`src/rtl/operand_unpack_130.sv`:
```
// Drain side of the 130-bit operand stage: one stage word in, one pre-split double per beat out.
// Optional build macro UNARY_SKIP_EN: opcode 2'b11 words issue only the A beat.
module operand_unpack_130 (
  input  logic         clk,
  input  logic         rst_n,
  input  logic         in_valid,
  output logic         in_ready,
  input  logic [129:0] in,
  output logic         out_valid,
  input  logic         out_ready,
  output logic [63:0]  out,
  output logic         out_sign,
  output logic [10:0]  out_exp,
  output logic [52:0]  out_mant,
  output logic [1:0]   out_op,
  output logic         out_sel,
  output logic         out_last,
  output logic [1:0]   dbg_state
);

  // Handshake: a beat transfers on a falling edge where out_valid && out_ready;
  // a word is accepted on a falling edge where in_valid && in_ready. Outputs
  // hold stable while out_valid && !out_ready.

  typedef enum logic [1:0] {
    IDLE   = 2'd0,
    SEND_A = 2'd1,
    SEND_B = 2'd2
  } state_t;

`ifdef UNARY_SKIP_EN
  localparam logic UNARY_EN = 1'b1;
`else
  localparam logic UNARY_EN = 1'b0;
`endif

  state_t      state, state_nxt;
  logic [63:0] hold_b;
  logic        load_word;
  logic        load_b;
  logic        final_beat;
  logic [63:0] load_data;
  logic        in_unary;

  assign dbg_state = state;
  assign in_unary  = UNARY_EN && (in[129:128] == 2'b11);

  // The beat currently shown closes the word: B always, A only for a unary word.
  assign final_beat = (state == SEND_B) ||
                      ((state == SEND_A) && UNARY_EN && (out_op == 2'b11));

  always_comb begin
    state_nxt = state;
    load_word = 1'b0;
    load_b    = 1'b0;
    in_ready  = 1'b0;
    case (state)
      IDLE: begin
        in_ready = 1'b1;
        if (in_valid) begin
          load_word = 1'b1;
          state_nxt = SEND_A;
        end
      end
      SEND_A, SEND_B: begin
        if (final_beat) begin
          in_ready = out_ready;
          if (out_ready) begin
            if (in_valid) begin
              load_word = 1'b1;
              state_nxt = SEND_A;
            end else begin
              state_nxt = IDLE;
            end
          end
        end else if (out_ready) begin
          load_b    = 1'b1;
          state_nxt = SEND_B;
        end
      end
      default: state_nxt = IDLE;
    endcase
  end

  assign load_data = load_word ? in[63:0] : hold_b;

  always_ff @(negedge clk) begin
    if (!rst_n) begin
      state     <= IDLE;
      hold_b    <= 64'd0;
      out_valid <= 1'b0;
      out       <= 64'd0;
      out_sign  <= 1'b0;
      out_exp   <= 11'd0;
      out_mant  <= 53'd0;
      out_op    <= 2'd0;
      out_sel   <= 1'b0;
      out_last  <= 1'b0;
    end else begin
      state <= state_nxt;
      if (load_word || load_b) begin
        out_valid <= 1'b1;
        out       <= load_data;
        out_sign  <= load_data[63];
        out_exp   <= load_data[62:52];
        out_mant  <= {(load_data[62:52] != 11'd0), load_data[51:0]};
        out_sel   <= load_b;
      end
      if (load_word) begin
        hold_b   <= in[127:64];
        out_op   <= in[129:128];
        out_last <= in_unary;
      end else if (load_b) begin
        out_last <= 1'b1;
      end else if (state_nxt == IDLE) begin
        out_valid <= 1'b0;
      end
    end
  end

endmodule

```
`config.mk`:
```
export PLATFORM = sky130hd
export DESIGN_NAME = operand_unpack_130
export DESIGN_NICKNAME = d
export VERILOG_FILES = /design/src/rtl/operand_unpack_130.sv
export SDC_FILE = /design/constraint.sdc
export NUM_CORES = 1
export LEC_CHECK = 0
export ABC_AREA = 1
export CORE_MARGIN = 5
export CORE_UTILIZATION = 39
export CTS_BUF_LIST = sky130_fd_sc_hd__clkbuf_4 sky130_fd_sc_hd__clkbuf_8
export DETAILED_ROUTE_END_ITERATION = 10
export PLACE_DENSITY = 0.79
export SETUP_SLACK_MARGIN = 0.02
export SLEW_MARGIN = 20
export SYNTH_ARGS = -nofsm -noshare
export SYNTH_HDL_FRONTEND = slang
export SYNTH_SLANG_ARGS = --single-unit
```
`constraint.sdc`:
```
create_clock -name clk -period 1.63 [get_ports clk]
set_input_delay 0.2445 -clock clk [delete_from_list [all_inputs] [get_ports clk]]
set_output_delay 0.2445 -clock clk [all_outputs]
set_load 0.02 [all_outputs]
```
==> metrics.md <==
| Metric | Value |
|---|---|
| IO Count | `between 200 and 300` |
| Worst Path Max Fanout | `4` |
| Routed wire length | `21,500 um` |
| CTS H-tree lvls | `4` |
| Share of cells above drive strength 1 | `0.283` |
| ANT cells | `0` |
| Syn. warnings | `0` |
| CP required | `1390 ps` |
| Vias in the first global route | `7,295` |
| Status | `complete, but fails checks` |
| Total number of vias | `approximately 6,900` |
| Final setup violation count | `273` |
| Initial antenna violation count | `0` |
| R2R Setup Slk | `-360 ps` |
| Global-route congestion overflow total | `0` |
| Post-detail-place hpwl | `13,800 um` |
| Slew @ Worst Pin | `314 ps` |
| Hold slack final | `470 ps` |
| Flop pwr share | `0.338` |
| Logic pwr share | `0.300` |
| Leakage Power | `~0.0054 uW` |
| Mapped Avg Cell Area | `about 7.1 um^2` |
| First-pass GRT wire length | `approximately 34,000 um` |
| Clock power frac | `0.362` |
| RSZ-0062 raised after global routing | `true` |
| WL per Instance | `about 15 um` |
| Post-route antenna net violation count | `0` |
| Post-synth top area cell | `dfxtp_1` |
| PwrDens | `1130 nW/um^2` |
| Total CTS buffers | `17` |
| Worst-Skew Late Latency | `460 ps` |
| Clock Skew | `28.8 ps` |
| Hold path depth | `2` |
| Ranking of synthesized cells by area | `dfxtp_1, nand2_1, buf_4, a21oi_1, inv_1` |
| Post-synthesis sequential area ratio | `0.449` |
| Post-Synthesis Cell Area | `6070 um^2` |
| Setup ws final | `-870 ps` |
| IO buf count | `270` |
| DRC | `0` |
| R2R Path End | `out[58]` |
| Netlist cell types | `23` |
| Worst Setup Start Kind | `register` |
| CTS clk-pin slew, worst paths | `50 ps` |
| NetSw | `approximately 4400 uW` |
| Sw frac | `0.368` |
| Max cap viols | `0` |
| Hold Path End | `out_op[0]` |
| Cell internal pwr | `7550 uW` |
| Critical path capture point type | `primary output` |
| Area after DPL | `9060 um^2` |
| Final net count | `1,383` |
| DIE AREA | `18,200 um^2` |
| Post-Syn Instances | `855` |
| Depth of the most critical reg-to-reg path | `9` |
| Core footprint | `roughly 15,000 um^2` |
| Die height | `around 130 um` |
| Clock Sinks | `136` |
| Mapped Nets | `994` |
| Failing checks | `setup timing` |
| Fin area | `10,500 um^2` |
| Synth top area share | `0.449` |
| Worst Path Class, Setup | `register to primary output` |
| Relative slew slack | `0.791` |
| Final hold vios | `0` |
| CTS tree | `done` |
| DRT iter0 DRCs | `323` |
| HP Start | `out_op[0]` |
| Cts hold-fix bufs | `0` |
| Via-to-Cell Ratio | `around 4.7` |
| Clock Path Buffers | `2` |
| Worst vdd ir | `between 0.6 and 0.7 mV` |
| Critical R2R Launch | `dbg_state[1]` |
| Area Growth Syn to Fin | `73.4%` |
| Row cnt | `45` |
| First-pass DRT Iterations | `5` |
| Initial core utilization | `0.398` |
| Synth Register Bits | `136` |
| Gpl congestion | `0.806` |
| Die X | `135 um` |
| Clk Tree Root Cell | `clkbuf_8` |
| Critical path arrival | `2260 ps` |
| Slew Limit Fails | `0` |
| Hold/Removal Path Class | `register to register` |
| Gr usage total | `0.230` |
| Largest net degree at the start of global routing | `34` |
## per-stage QoR
stage / setup TNS (ps) / util / std cells / total power [uW] / setup WS, ps
6_report: -78990 / 0.690 / 1468 / 11900 / -870
3_3_place_gp: -178820 / 0.594 / 1286 / 7650 / -1030
5_1_grt: -98620 / 0.690 / 1468 / 12800 / -931
2_1_floorplan: -42240 / - / 855 / 6440 / -395
3_5_place_dp: -186970 / 0.594 / 1286 / 7720 / -1080
4_1_cts: -81190 / 0.685 / 1468 / 12000 / -898
## metal layers
layer | vias to the layer above | global-route usage | wire length (um)
met5 | - | 0 | 0
met4 | 0 | 0.107 | 446
met1 | 3158 | 0.240 | 8200
met3 | 35 | 0.0794 | 1500
met2 | 280 | 0.414 | 11400
li1 | 3405 | - | -
## synthesized netlist by cell type, drive strengths merged
cell and n:
clkbuf 17, nor3 1, nand4 8, nand3 22
o22ai 1, a21oi 74, o211ai 13, inv 69
a31oi 6, o21ai 45, buf 96, ha 5
nand2 322, dfxtp 136, nor2 40
## cell usage in the layout (no fill, tap or decap), types with 3 or more instances in the layout
master and count:
dfxtp_2 30, buf_12 8, nand2_2 8, nand3_2 10, nand2_4 4, clkdlybuf4s50_1 130, a31oi_1 6, buf_6 139
inv_1 198, buf_4 61, o211ai_1 13, a21oi_1 73, o21ai_0 13, dfxtp_4 42, nor2_1 39, nand2_1 309
nand3_1 11, inv_2 6, dfxtp_1 64, o21ai_1 32, clkinvlp_2 3, nand4_1 8, clkbuf_8 17, inv_4 4
ha_1 3, bufinv_16 4
## critical path: stages (launching register included)
cell and delay, ps:
dfxtp_4 380, inv_4 50, ha_4 140, inv_2 60, nand2_4 50, buf_6 120
nand2_4 40, inv_2 30, buf_6 120
## area by class of cell
class / count / area, um^2
clock buffer: 17 / 234
clock inverter: 151 / 691
fill: 1178 / 4740
inverter: 68 / 287
multi-input combinational: 538 / 2510
sequential: 136 / 2920
tap: 211 / 264
timing repair buffer: 344 / 3600
timing repair inverter: 3 / 26.3
## state kept, by name, indices dropped and copies added (netlist names)
name and flops:
out_last 1, out_op 2, dbg_state 2, out_mant 1, out_valid 1, hold_b 64, out 64, out_sel 1
## what timing repair did
action,in CTS,in global routing
hold endpoints to repair,0,0
pin swaps,4,1
resized for setup,873,26
setup endpoints to repair,273,273
buffers inserted,9,0
gates cloned,6,0
## power by group through the flow
stage / registers (uW) / logic (uW) / clock network (uW)
finish: 4040 / 3580 / 4320
global route: 4070 / 3840 / 4880
CTS: 4040 / 3570 / 4430
detailed placement: 4000 / 3210 / 508
global placement: 3990 / 3160 / 508
floorplan: 4200 / 1740 / 508
## cells by family after synthesis
group	after synthesis	share of synthesized area
fa+ha+maj	5	0.0103
flops	136	0.449
simple gates	393	0.255
compound gates	139	0.121
buf+inv	182	0.164
## worst max-delay path by stage
| stage | from | slack [ps] | to |
|---|---|---|---|
| after floorplan | dbg_state[0] | -390 | in_ready |
| after CTS | dbg_state[0] | -900 | in_ready |
| after global placement | out_ready | -1030 | out_mant[52] |
| after detailed placement | out_ready | -1080 | out[15] |
| final | dbg_state[1] | -870 | in_ready |
| after global routing | dbg_state[0] | -930 | in_ready |
(Power assumes the default switching activity.)
